**config.mk**
```make
export PLATFORM = sky130hd
export DESIGN_NAME = ibuf_writer
export DESIGN_NICKNAME = d
export VERILOG_FILES = /design/src/rtl/ibuf_pkg.sv /design/src/rtl/ibuf_writer.sv
export SDC_FILE = /design/constraint.sdc
export NUM_CORES = 1
export LEC_CHECK = 0
export CORE_ASPECT_RATIO = 0.7
export CORE_MARGIN = 8
export CORE_UTILIZATION = 47
export DETAILED_ROUTE_END_ITERATION = 8
export PLACE_DENSITY = 0.79
export SLEW_MARGIN = 40
export SYNTH_ARGS = -nofsm -noshare
export SYNTH_HDL_FRONTEND = slang
export SYNTH_SLANG_ARGS = --single-unit
```
**constraint.sdc**
```tcl
create_clock -name clk -period 2.4 [get_ports clk]
set_clock_uncertainty 0.2 [all_clocks]
set_input_delay 0.6 -clock clk [delete_from_list [all_inputs] [get_ports clk]]
set_output_delay 0.6 -clock clk [all_outputs]
set_load 0.05 [all_outputs]
```
**src/rtl/ibuf_pkg.sv**
```systemverilog
// Shared types and constants for the instruction-buffer writer and its buffer.
// The writer imports this package.
package ibuf_pkg;

    localparam int INSTR_W = 7;
    localparam logic [INSTR_W-1:0] NOP_INSTR = 7'h00;
    localparam int IBUF_ENTRIES = 6;

    typedef enum logic [1:0] {
        FILL  = 2'd0,
        PAD   = 2'd1,
        DRAIN = 2'd2,
        TAIL  = 2'd3
    } ibuf_state_t;

endpackage

```
**src/rtl/ibuf_writer.sv**
```systemverilog
// Batch fill/drain sequencer for the shift-register instruction buffer. It writes
// one batch of ENTRIES slots, reads them all back, and forwards the real instructions.
module ibuf_writer
    import ibuf_pkg::*;
#(
    parameter int ENTRIES = IBUF_ENTRIES,
    parameter int CW      = $clog2(ENTRIES + 1)
) (
    input  logic               clk,
    input  logic               rst_n,
    input  logic               in_valid,
    input  logic [INSTR_W-1:0] in_instr,
    output logic               in_ready,
    input  logic               flush,
    output logic               buf_wren,
    output logic               buf_rden,
    output logic [INSTR_W-1:0] buf_wdata,
    input  logic [INSTR_W-1:0] buf_rdata,
    output logic               out_valid,
    output logic [INSTR_W-1:0] out_instr,
    output logic               out_last,
    output logic               busy
);

    localparam logic [CW-1:0] ONE       = CW'(1);
    localparam logic [CW-1:0] LAST_SLOT = CW'(ENTRIES - 1);

    ibuf_state_t   state;
    logic [CW-1:0] fill_cnt;
    logic [CW-1:0] real_cnt;
    logic [CW-1:0] drain_idx;
    logic          handshake;

    // Upstream handshake: a transfer happens on a rising edge where in_valid and
    // in_ready are both high; upstream holds in_instr stable while in_ready is low.
    assign in_ready  = (state == FILL);
    assign busy      = (state != FILL);
    assign handshake = in_valid && in_ready;
    assign out_instr = buf_rdata;

    always_ff @(posedge clk or negedge rst_n) begin
        if (!rst_n) begin
            state     <= FILL;
            fill_cnt  <= '0;
            real_cnt  <= '0;
            drain_idx <= '0;
            buf_wren  <= 1'b0;
            buf_rden  <= 1'b0;
            buf_wdata <= '0;
            out_valid <= 1'b0;
            out_last  <= 1'b0;
        end else begin
            buf_wren  <= 1'b0;
            buf_rden  <= 1'b0;
            // Read data lags the strobe by one cycle, so qualify with the index of that read.
            out_valid <= buf_rden && (drain_idx < real_cnt);
            out_last  <= buf_rden && (drain_idx == (real_cnt - ONE));

            case (state)
                FILL: begin
                    if (handshake) begin
                        buf_wren  <= 1'b1;
                        buf_wdata <= in_instr;
                        fill_cnt  <= fill_cnt + ONE;
                        real_cnt  <= real_cnt + ONE;
                        if (fill_cnt == LAST_SLOT) begin
                            state <= DRAIN;
                        end else if (flush) begin
                            state <= PAD;
                        end
                    end else if (flush && (fill_cnt != '0)) begin
                        state <= PAD;
                    end
                end

                PAD: begin
                    buf_wren  <= 1'b1;
                    buf_wdata <= NOP_INSTR;
                    fill_cnt  <= fill_cnt + ONE;
                    if (fill_cnt == LAST_SLOT) begin
                        state <= DRAIN;
                    end
                end

                DRAIN: begin
                    // The first DRAIN cycle still carries the last write, so reads start one cycle later.
                    if (!buf_rden) begin
                        buf_rden <= 1'b1;
                    end else if (drain_idx == LAST_SLOT) begin
                        state <= TAIL;
                    end else begin
                        buf_rden  <= 1'b1;
                        drain_idx <= drain_idx + ONE;
                    end
                end

                TAIL: begin
                    fill_cnt  <= '0;
                    real_cnt  <= '0;
                    drain_idx <= '0;
                    state     <= FILL;
                end

                default: begin
                    state <= FILL;
                end
            endcase
        end
    end

endmodule

```
==> impl_metrics.py <==
metrics = {
    "clock_network": {
        "clock_latency_ps": 260,
        "post_cts_buffers": 0,
        "root_buffer": "clkbuf_8",
        "ctsResizeCount": 0,
        "htreeDepth": 1,
        "path_clk_slew_ps": 70,
        "tritoncts": "done",
        "cts_sinks": 22,
        "clk_path_buf_depth": 2,
        "hold_buffers": 0,
        "cts_buffers": 3,
    },
    "floorplanning": {
        "core-area_mm2": 0.002783,
        "rows": 16,
        "die_area_mm2": 0.004898,
        "die_height_um": 61.01,
        "die_x_um": 80.30,
        "start_util_pct": 48.88,
        "io_pins": 38,
    },
    "setup_path": {
        "critical-path-top-delay-family": "buffers and inverters",
        "cpMaxStageDelayCell": "clkdlybuf4s50_1",
        "cp_cell_sequence": "clkdlybuf4s50_1",
        "crit_required_ps": 1600,
        "worstReg2RegStart": "state[0]",
        "crit_start": "buf_wdata[5]",
        "path_max_fanout": 3,
        "end_kind": "primary output",
        "cp.arrival_ps": 1460,
        "max_stage_delay_ps": 820,
        "reg2reg_slack_ps": 390,
        "worstSetupPathType": "flip-flop to primary output",
        "worst-path-buf-inv": 1,
        "startpoint_type": "flip-flop",
    },
    "yosys": {
        "yosys_warnings": 0,
        "postSynthAreaPerCell_um2": 9.190,
        "synth-edff-count": 0,
        "async_reset_ff_share_pct": 100.0,
        "ys_types": 31,
        "synth_ff_type": "dfrtp_1",
        "yosysSeqAreaShare_pct": 40.48,
        "synth-seq-cells": 22,
        "syn_nets": 182,
        "yosysTopAreaCell": "dfrtp_1",
        "syn_area_mm2": 0.001360,
        "synthCells": 148,
        "synth_top_cell_area_share_pct": 40.48,
        "netlist_top_cells_area": "dfrtp_1 (40%), ha_1 (15%), o21ai_0 (7.4%)",
    },
    "sta": {
        "hold_violations": 0,
        "fin_crit_sh_pct": 94.33,
        "hold_ws_ps": 302.3,
        "rsz0062_at_grt": "no",
        "layout_min_cycle_time_ps": 2264,
        "finalWorstSetupSlack_ps": 136.1,
        "maxSlewViolCount": 0,
        "clock.fmax_mhz": 441.7,
        "maxSlewHeadroom_pct": 66.09,
        "setup_viol": 0,
        "fin_tns_setup_ps": 0,
        "worstMarginPinSlew_ps": 507.1,
    },
    "grt": {
        "grt_antenna_before_repair": 0,
        "grt_pass1_wl_um": 4864,
        "grt_max_degree": 23,
        "grt_pass1_vias": 1077,
        "grt-ovfl-total": 0,
        "track_usage_pct": 12.82,
    },
    "routing": {
        "drc": 0,
        "dr.pass1.iters": 4,
        "drt_iter0_drc": 36,
        "drtAntennaViolNets": 0,
        "via_per_inst": 5.127,
        "vias": 1051,
        "drt_wl_total_um": 2971,
        "wl_per_cell_um": 14.49,
    },
    "pwr": {
        "power_leakage_nw": 0.7586,
        "peakVddDrop_mv": 0.7175,
        "power.density_mw_per_mm2": 1294,
        "combPwrFrac_pct": 59.4,
        "power_switching_mw": 1.005,
        "clockPowerShare_pct": 12.1,
        "internal_power_mw": 1.158,
        "power_frac_seq_pct": 28.5,
        "power.share.switching_pct": 46.47,
    },
    "run_status": {
        "status": "finished clean",
    },
    "final_layout": {
        "syn_to_final_growth_pct": 22.91,
        "antenna_cells": 0,
        "final_nets": 204,
        "drive_above_1_share_pct": 8.284,
    },
    "placement": {
        "io_buffers": 23,
        "dp_slack_ps": 162.8,
        "dp_hpwl_um": 2363,
        "place.gp.congestion": 0.8193,
    },
    "min_path": {
        "worstHoldPathType": "flip-flop to flip-flop",
        "hold_start": "buf_wdata[1]",
    },
    "flow_run": {
        "maxCapViolCount": 0,
    },
}
logic make-up (layout without fill, tap and decap cells):
kind of cell / Yosys count / count (layout) / share of synthesized area (%)
AOI/OAI and AO/OA: 39 / 39 / 16.19
xor gates and xnor gates: 3 / 3 / 1.932
adders and majority gates: 16 / 16 / 14.72
buffers and inverters: 24 / 45 / 8.647
DFF: 22 / 22 / 40.48
muxes: 3 / 3 / 2.208
and+or+nand+nor: 41 / 41 / 15.82
metal layers:
layer	global-route usage [%]	routed length (um)
met5	0	0
met4	5.670	53
met2	22.39	1490
met3	3.994	149
met1	14.19	1278
area by class of cell:
cell class	count	area, um2
Timing Repair Buffer	26	270.3
Inverter	15	56.30
Clock buffer	4	55.05
Sequential cell	22	550.5
Tap cell	36	45.04
Fill cell	248	1111
Multi-Input combinational cell	102	694.4
placed cells by master, fill, tap and decap left out, types with 2 or more instances in the layout:
cell type,instances
a21oi_1,11
buf_12,2
buf_4,4
clkbuf_8,4
clkdlybuf4s50_1,20
dfrtp_1,22
ha_1,15
inv_1,15
mux2i_1,3
nand2_1,12
nand2b_1,2
nand3_1,2
nand4_1,2
nor2_1,5
nor2b_1,10
nor3_1,2
o21ai_0,20
xnor2_1,3
registers in the layout, summed over array words and instances (netlist names):
| name | cells |
|---|---|
| buf_wdata | 7 |
| drain_idx | 3 |
| fill_cnt | 3 |
| real_cnt | 3 |
| state | 2 |
| buf_rden | 1 |
| buf_wren | 1 |
| out_last | 1 |
| out_valid | 1 |
stage by stage:
step	cell area (um2)	cells	power [mW]	utilization [%]
final	1672	205	2.163	60.07
after global routing	1672	205	2.333	60.07
after CTS	1669	205	2.178	59.98
after global placement	1614	201	1.833	58.00
after detailed placement	1614	201	1.909	58.00
after floorplan	1360	148	1.503	-
final timing paths:
| check | to | cells after the start |
|---|---|---|
| min in group asynchronous | drain_idx[2] | 2 |
| min reg2reg | buf_wdata[1] | 2 |
| max | buf_wdata[5] | 1 |
| max reg2reg | state[1] | 6 |
| min | buf_wdata[1] | 2 |
| max in group asynchronous | buf_wdata[4] | 2 |
Yosys cell counts (2+ instances only):
| master | instances |
|---|---|
| nor2_1 | 5 |
| a21oi_1 | 11 |
| nand4_1 | 2 |
| ha_1 | 16 |
| o21ai_0 | 20 |
| mux2i_1 | 3 |
| buf_4 | 7 |
| xnor2_1 | 3 |
| inv_1 | 15 |
| nand3_1 | 2 |
| nand2b_1 | 2 |
| nor3_1 | 2 |
| nor2b_1 | 10 |
| dfrtp_1 | 22 |
| nand2_1 | 12 |
power by group through the flow:
| stage | clock, mW | sequential (mW) | combinational [mW] |
|---|---|---|---|
| 2_1_floorplan | 0 | 0.773 | 0.730 |
| 3_3_place_gp | 0 | 0.610 | 1.22 |
| 3_5_place_dp | 0 | 0.625 | 1.28 |
| 4_1_cts | 0.269 | 0.617 | 1.29 |
| 5_1_grt | 0.286 | 0.634 | 1.41 |
| 6_report | 0.261 | 0.617 | 1.29 |
No activity file was read; power rests on OpenSTA's default activity.
